[src/rtl/hazard_control_unit.sv]
// Pipeline interlock for the NARK datapath: tracks E/M/W destination tags and drives stall, flush and forwarding.
// Define HAZARD_FWD_EN to enable operand forwarding; otherwise dependents stall until the producer retires.
module hazard_control_unit #(
   parameter int unsigned NREGS  = 16,
   parameter int unsigned PC_REG = 15
) (
   input  logic                     CLK,
   input  logic                     RST,
   input  logic                     ValidD,
   input  logic [$clog2(NREGS)-1:0] RA1D,
   input  logic [$clog2(NREGS)-1:0] RA2D,
   input  logic                     Use1D,
   input  logic                     Use2D,
   input  logic [$clog2(NREGS)-1:0] WA4D,
   input  logic                     RegWriteD,
   input  logic                     MemToRegD,
   input  logic                     BranchTakenE,
   input  logic                     MemReadyM,
   output logic                     StallF,
   output logic                     StallD,
   output logic                     StallE,
   output logic                     StallM,
   output logic                     FlushD,
   output logic                     FlushE,
   output logic [1:0]               FwdAE,
   output logic [1:0]               FwdBE
);
   localparam int unsigned TW = $clog2(NREGS);
   localparam logic [TW-1:0] PC_TAG = TW'(PC_REG);

   typedef struct packed {
      logic          valid;
      logic [TW-1:0] dest;
      logic          regwrite;
      logic          load;
   } slot_t;

   typedef struct packed {
      logic          valid;
      logic [TW-1:0] dest;
      logic          regwrite;
   } wslot_t;

   slot_t  slot_e, slot_m;
   wslot_t slot_w;

   logic rd1_d, rd2_d;
   logic match_e, match_m, match_w;
   logic freeze, flush, hazard, stall_d;

   function automatic logic hit(input logic valid, input logic regwrite,
                                input logic [TW-1:0] dest,
                                input logic [TW-1:0] tag, input logic used);
      return used && (tag != PC_TAG) && valid && regwrite && (dest == tag);
   endfunction

   assign rd1_d = ValidD & Use1D;
   assign rd2_d = ValidD & Use2D;

   assign match_e = hit(slot_e.valid, slot_e.regwrite, slot_e.dest, RA1D, rd1_d)
                  | hit(slot_e.valid, slot_e.regwrite, slot_e.dest, RA2D, rd2_d);
   assign match_m = hit(slot_m.valid, slot_m.regwrite, slot_m.dest, RA1D, rd1_d)
                  | hit(slot_m.valid, slot_m.regwrite, slot_m.dest, RA2D, rd2_d);
   assign match_w = hit(slot_w.valid, slot_w.regwrite, slot_w.dest, RA1D, rd1_d)
                  | hit(slot_w.valid, slot_w.regwrite, slot_w.dest, RA2D, rd2_d);

   // Freeze outranks flush: E is held, so BranchTakenE persists and the flush fires once M completes.
   assign freeze = slot_m.valid & slot_m.load & ~MemReadyM;
   assign flush  = BranchTakenE & ~freeze;

`ifdef HAZARD_FWD_EN
   logic [TW-1:0] src1_e, src2_e;
   logic          use1_e, use2_e;

   function automatic logic [1:0] fwd_sel(input logic [TW-1:0] tag, input logic used);
      if (hit(slot_m.valid, slot_m.regwrite, slot_m.dest, tag, used))
         return 2'b10;
      else if (hit(slot_w.valid, slot_w.regwrite, slot_w.dest, tag, used))
         return 2'b01;
      else
         return 2'b00;
   endfunction

   assign hazard = (match_e & slot_e.load) | match_w;

   always_comb begin
      FwdAE = fwd_sel(src1_e, use1_e & slot_e.valid);
      FwdBE = fwd_sel(src2_e, use2_e & slot_e.valid);
   end

   always_ff @(posedge CLK or negedge RST) begin
      if (!RST) begin
         src1_e <= '0;
         src2_e <= '0;
         use1_e <= 1'b0;
         use2_e <= 1'b0;
      end else if (!freeze) begin
         if (flush | hazard) begin
            src1_e <= '0;
            src2_e <= '0;
            use1_e <= 1'b0;
            use2_e <= 1'b0;
         end else begin
            src1_e <= RA1D;
            src2_e <= RA2D;
            use1_e <= rd1_d;
            use2_e <= rd2_d;
         end
      end
   end
`else
   assign hazard = match_e | match_m | match_w;
   assign FwdAE  = '0;
   assign FwdBE  = '0;
`endif

   // A taken branch squashes D, which also cancels any interlock it raised.
   assign stall_d = freeze | (hazard & ~flush);

   assign StallF = stall_d;
   assign StallD = stall_d;
   assign StallE = freeze;
   assign StallM = freeze;
   assign FlushD = flush;
   assign FlushE = flush | (hazard & ~freeze);

   always_ff @(posedge CLK or negedge RST) begin
      if (!RST) begin
         slot_e <= '0;
         slot_m <= '0;
         slot_w <= '0;
      end else if (freeze) begin
         slot_w <= '0;
      end else begin
         slot_w <= '{valid: slot_m.valid, dest: slot_m.dest, regwrite: slot_m.regwrite};
         slot_m <= slot_e;
         if (flush | hazard)
            slot_e <= '0;
         else
            slot_e <= '{valid: ValidD, dest: WA4D, regwrite: RegWriteD, load: MemToRegD};
      end
   end
endmodule

[config.mk]
export PLATFORM = sky130hd
export DESIGN_NAME = hazard_control_unit
export DESIGN_NICKNAME = d
export VERILOG_FILES = /design/src/rtl/hazard_control_unit.sv
export SDC_FILE = /design/constraint.sdc
export NUM_CORES = 1
export LEC_CHECK = 0
export ABC_AREA = 1
export CORE_UTILIZATION = 25
export DETAILED_ROUTE_END_ITERATION = 8
export GPL_TIMING_DRIVEN = 0
export SYNTH_ARGS = -nofsm -noshare
export SYNTH_HDL_FRONTEND = slang
export SYNTH_SLANG_ARGS = --single-unit
[constraint.sdc]
create_clock -name CLK -period 2.6 [get_ports CLK]
set_clock_uncertainty 0.05 [all_clocks]
set_input_delay 0.78 -clock CLK [delete_from_list [all_inputs] [get_ports CLK]]
set_output_delay 0.78 -clock CLK [all_outputs]
set_load 0.01 [all_outputs]
* Yosys cells after proc, flatten, opt, wreduce, memory -nomap -nowiden
Cells that the tools add are included.
Operators by class: add/sub/neg operators 0, multiply operators 0, div/mod/pow operators 0, magnitude comparators 0, eq/ne operators 8, shift operators 0, muxes and demuxes 2, bitwise gates (word level) 18, reductions and logical operators 20
Operator list (number):
- $eq 4x4->1 | 6
- $logic_and 1x1->1 | 20
- $ne 4x4->1 const B | 2
- $or 1x1->1 | 8
- $and 1x1->1 | 7
- $mux 7 | 1
- $mux 6 | 1
- $not 1->1 | 3
Word-level totals: register bits after elaboration 20, bits in latches 0, memory bits (writable) 0, bits in read-only memories 0, input bits 21, output and inout bits 10, word-level logic and storage cells 59, memories kept 0

* Longest topological paths before layout
depth after elaboration 10, gate-level depth with buffers 12, gate-level depth less buffers 11

* Worst setup path before layout
Ideal clock, no wire load.
path kind input-to-output, start point input RA2D[2], end point output StallF, arrival 1.653 ns, path slack 0.117 ns, cell stages on the path 12, cell sequence nand2_1 inv_2 nand2_2 nand3_1 nor2_1 nand2_2 nand2_4 nor2_8 nand2_2 nand2_1 nand2_1 buf_4
On the way: longest elaborated chain between the ends 10
Ends and longest elaborated chain:
- start, declared | line 11 | input logic [$clog2(NREGS)-1:0] RA2D,
- $ne 4x4->1 | line 54 | return used && (tag != PC_TAG) && valid && regwrite && (dest == tag);
- $logic_and 1x1->1 (4 in series) | line 54
- $or 1x1->1, on equally long branches | line 61, 63
- $or 1x1->1 | line 112 | assign hazard = match_e | match_m | match_w;
- $or 1x1->1 (*) | line 112
- $and 1x1->1 (*) | line 118 | assign stall_d = freeze | (hazard & ~flush);
- $or 1x1->1 (*) | line 118
- end, declared | line 19 | output logic StallF,
Every way passes the cells marked *; elsewhere a longest branch is shown, timed or not.

* Worst setup path after layout
start point input RA1D[0], end point output StallF
On the way: longest elaborated chain between the ends 10
Ends and longest elaborated chain:
- start, declared | line 10 | input logic [$clog2(NREGS)-1:0] RA1D,
- $ne 4x4->1 | line 54
- $logic_and 1x1->1 (4 in series) | line 54
- $or 1x1->1, on equally long branches | line 61, 63
- $or 1x1->1 | line 112
- $or 1x1->1 (*) | line 112
- $and 1x1->1 (*) | line 118
- $or 1x1->1 (*) | line 118
Marked as above.

==> qor.yml <==
status:
  status: "finished with violations"
  violations: "negative setup slack"
global_routing:
  grt_pass1_wl_um: 5989
  track_usage_pct: 12.74
  use_met1_pct: 17.18
  grt_antenna_before_repair: 0
  grt-ovfl-total: 0
  use_met2_pct: 20.80
  grt_max_degree: 21
  top_usage_layer: "met2"
  grt_pass1_vias: 1307
  grt.met3_usage_pct: 2.000
setup_path:
  crit_required_ns: 1.77
  startpoint_type: "input port"
  end_kind: "primary output"
  crit_type: "in -> out"
  critPathArrivalTime_ns: 1.83
  crit_fanout: 5
detailed_routing:
  drc_errors: 0
  drtAntennaViolNets: 0
  drt_iter0_drc: 59
  totalWireLength_um: 3469
  viasPerCell: 4.178
  vias: 1316
  firstDrtPassIters: 4
  wl_per_cell_um: 11.01
cts:
  clkTransAtPathRegs_ns: 0.08
  clockRootBuffer: "clkbuf_8"
  cts_sinks: 20
  clock_path_buffers: 2
  cts-hold-fix-buffers: 0
  cts_buffers: 3
  cts_tree: "yes"
  cts_max_level: 1
  clk_latency_ns: 0.27
floorplan:
  rows: 27
  coreArea_um2: 5507
  dieArea_um2: 5991
  pin_count: 31
  start_util_pct: 25.81
  die_x_um: 77.40
  chipHeight_um: 77.40
final_layout:
  antennaDiodeCount: 0
  syn2layout_area_growth_pct: 42.25
  nNetsFinal: 265
  drive_gt1_share_pct: 35.39
timing:
  clock.fmax_ghz: 0.3758
  relSlewSlack_pct: 38.28
  worst_slack_ns: -0.06071
  hold_viol: 0
  rsz0062_at_grt: "yes"
  tns_ns: -0.06071
  tightest_slew_ns: 0.9229
  drv_slew: 0
  finalCritPeriodShare_pct: 102.3
  fin_crit_ns: 2.661
  hold_ws_ns: 0.4124
  setup_viol: 1
logic_synthesis:
  syn_area_per_cell_um2: 7.036
  post_synth_instance_area_um2: 1421
  synth-edff-count: 0
  ys_seq_elements: 20
  synth_cells: 202
  synth_cell_types: 21
  synthTopCellsByArea: "dfrtp_1 35%, nand2_1 16%, inv_1 7.4%, nor2_1 6.9%, nand4_1 4.8%"
  synth-async-reset-ratio_pct: 100.0
  synth_ff_type: "dfrtp_1"
  ys_warn_count: 0
  yosysSeqAreaShare_pct: 35.21
  synth.largest_area_cell: "dfrtp_1"
  yosysTopAreaCellShare_pct: 35.21
power:
  ir_drop_uv: 202.7
  power_mw: 0.8609
  p_per_area_nw_per_um2: 425.8
  leakagePower_nw: 1.075
place:
  io_buffers: 25
  dp_hpwl_um: 2427
  globalplace.congestion: 0.7682
run:
  cap_violations: 0
min_path:
  hold_class: "reg -> reg"
## state kept, by name, indices dropped and copies added (netlist names)
name	count
slot_m	7
slot_e	7
slot_w	6
## power breakdown
group          switching, mW  internal [mW]
logic                 0.0974         0.0929
registers             0.0203          0.333
clock network          0.112          0.206
## area by class of cell
class / instances / area (um^2)
flip-flops and latches: 20 / 500.5
clock inverters: 1 / 30.03
plain buffers: 9 / 66.31
inverters: 36 / 172.7
repair buffers: 34 / 322.8
fillers: 580 / 3485
well taps: 72 / 90.09
clock buffers: 3 / 41.29
multi-input cells: 140 / 798.3
## cells in the mapped netlist, types with 2 or more instances
library cell,count
o21ai_1,5
xor2_1,7
inv_2,5
buf_2,3
bufinv_8,2
nand2_4,2
xnor2_1,6
buf_4,6
nor2_1,26
or2_1,2
a21oi_1,2
nand3_1,7
dfrtp_1,20
inv_1,28
nand2_2,7
nand4_1,11
nand2_1,59
## per-stage QoR
step / utilization [%] / cells / cell area (um^2) / worst slack (ns)
2_1_floorplan: - / 205 / 1433 / 0.1170
3_3_place_gp: 32.20 / 302 / 1773 / -1.064
3_5_place_dp: 32.20 / 302 / 1773 / -1.045
4_1_cts: 35.63 / 313 / 1962 / -0.09181
5_1_grt: 36.72 / 315 / 2022 / -0.1480
6_report: 36.72 / 315 / 2022 / -0.06071
## metal layers
metal,vias up,part of all wire (%)
li1,683,-
met1,600,49
met2,28,46
met3,5,3.7
met4,0,1.2
met5,-,0
## cell families (layout without fill, tap and decap cells)
| group | Yosys count | after routing | synth area share, % |
|---|---|---|---|
| buffers and inverters | 45 | 83 | 16.20 |
| AO/OA/AOI/OAI | 7 | 7 | 2.465 |
| other | 1 | 4 | 0.2638 |
| XOR/XNOR | 13 | 13 | 8.011 |
| AND/OR/NAND/NOR | 116 | 116 | 37.85 |
| flip-flops | 20 | 20 | 35.21 |
## placed cells by master, fill, tap and decap left out, types with 4 or more instances in the layout
master	instances
nand2_1	49
inv_1	23
dfrtp_1	20
nor2_1	19
buf_4	14
nand2_2	12
nand4_1	11
inv_2	9
buf_6	7
nand2_4	7
nor2_2	7
xor2_1	7
clkdlybuf4s50_1	7
buf_2	6
xnor2_1	6
nand3_2	5
o21ai_1	5
conb_1	4
buf_8	4
## worst paths after layout
path / depth (start not counted) / end / startpoint / slack [ns]
max: 13 / StallF / RA1D[0] / -0.06
min: 1 / slot_m[0] / slot_e[0] / 0.41
max reg2reg: 12 / slot_e[1] / slot_e[4] / 0.99
min reg2reg: 1 / slot_m[0] / slot_e[0] / 0.41
max in group asynchronous: 1 / slot_e[3] / RST / 0.95
min in group asynchronous: 1 / slot_w[3] / RST / 0.98
## critical path, stage by stage
cell	delay, ns
buf_8	0.11
inv_1	0.06
nand2_1	0.05
nand4_1	0.10
nor2_1	0.07
nand2_2	0.07
nand2_4	0.06
nor2_8	0.12
nand2_2	0.06
nand2_1	0.05
nand2_1	0.06
buf_4	0.13
buf_6	0.11
## timing repair
| item | 4_1_cts | 5_1_grt |
|---|---|---|
| resized for setup | 105 | 24 |
| setup buffers | 7 | 2 |
| setup endpoints to repair | 6 | 5 |
| pin swaps | 24 | 18 |
No activity file was read; power rests on OpenSTA's default activity.
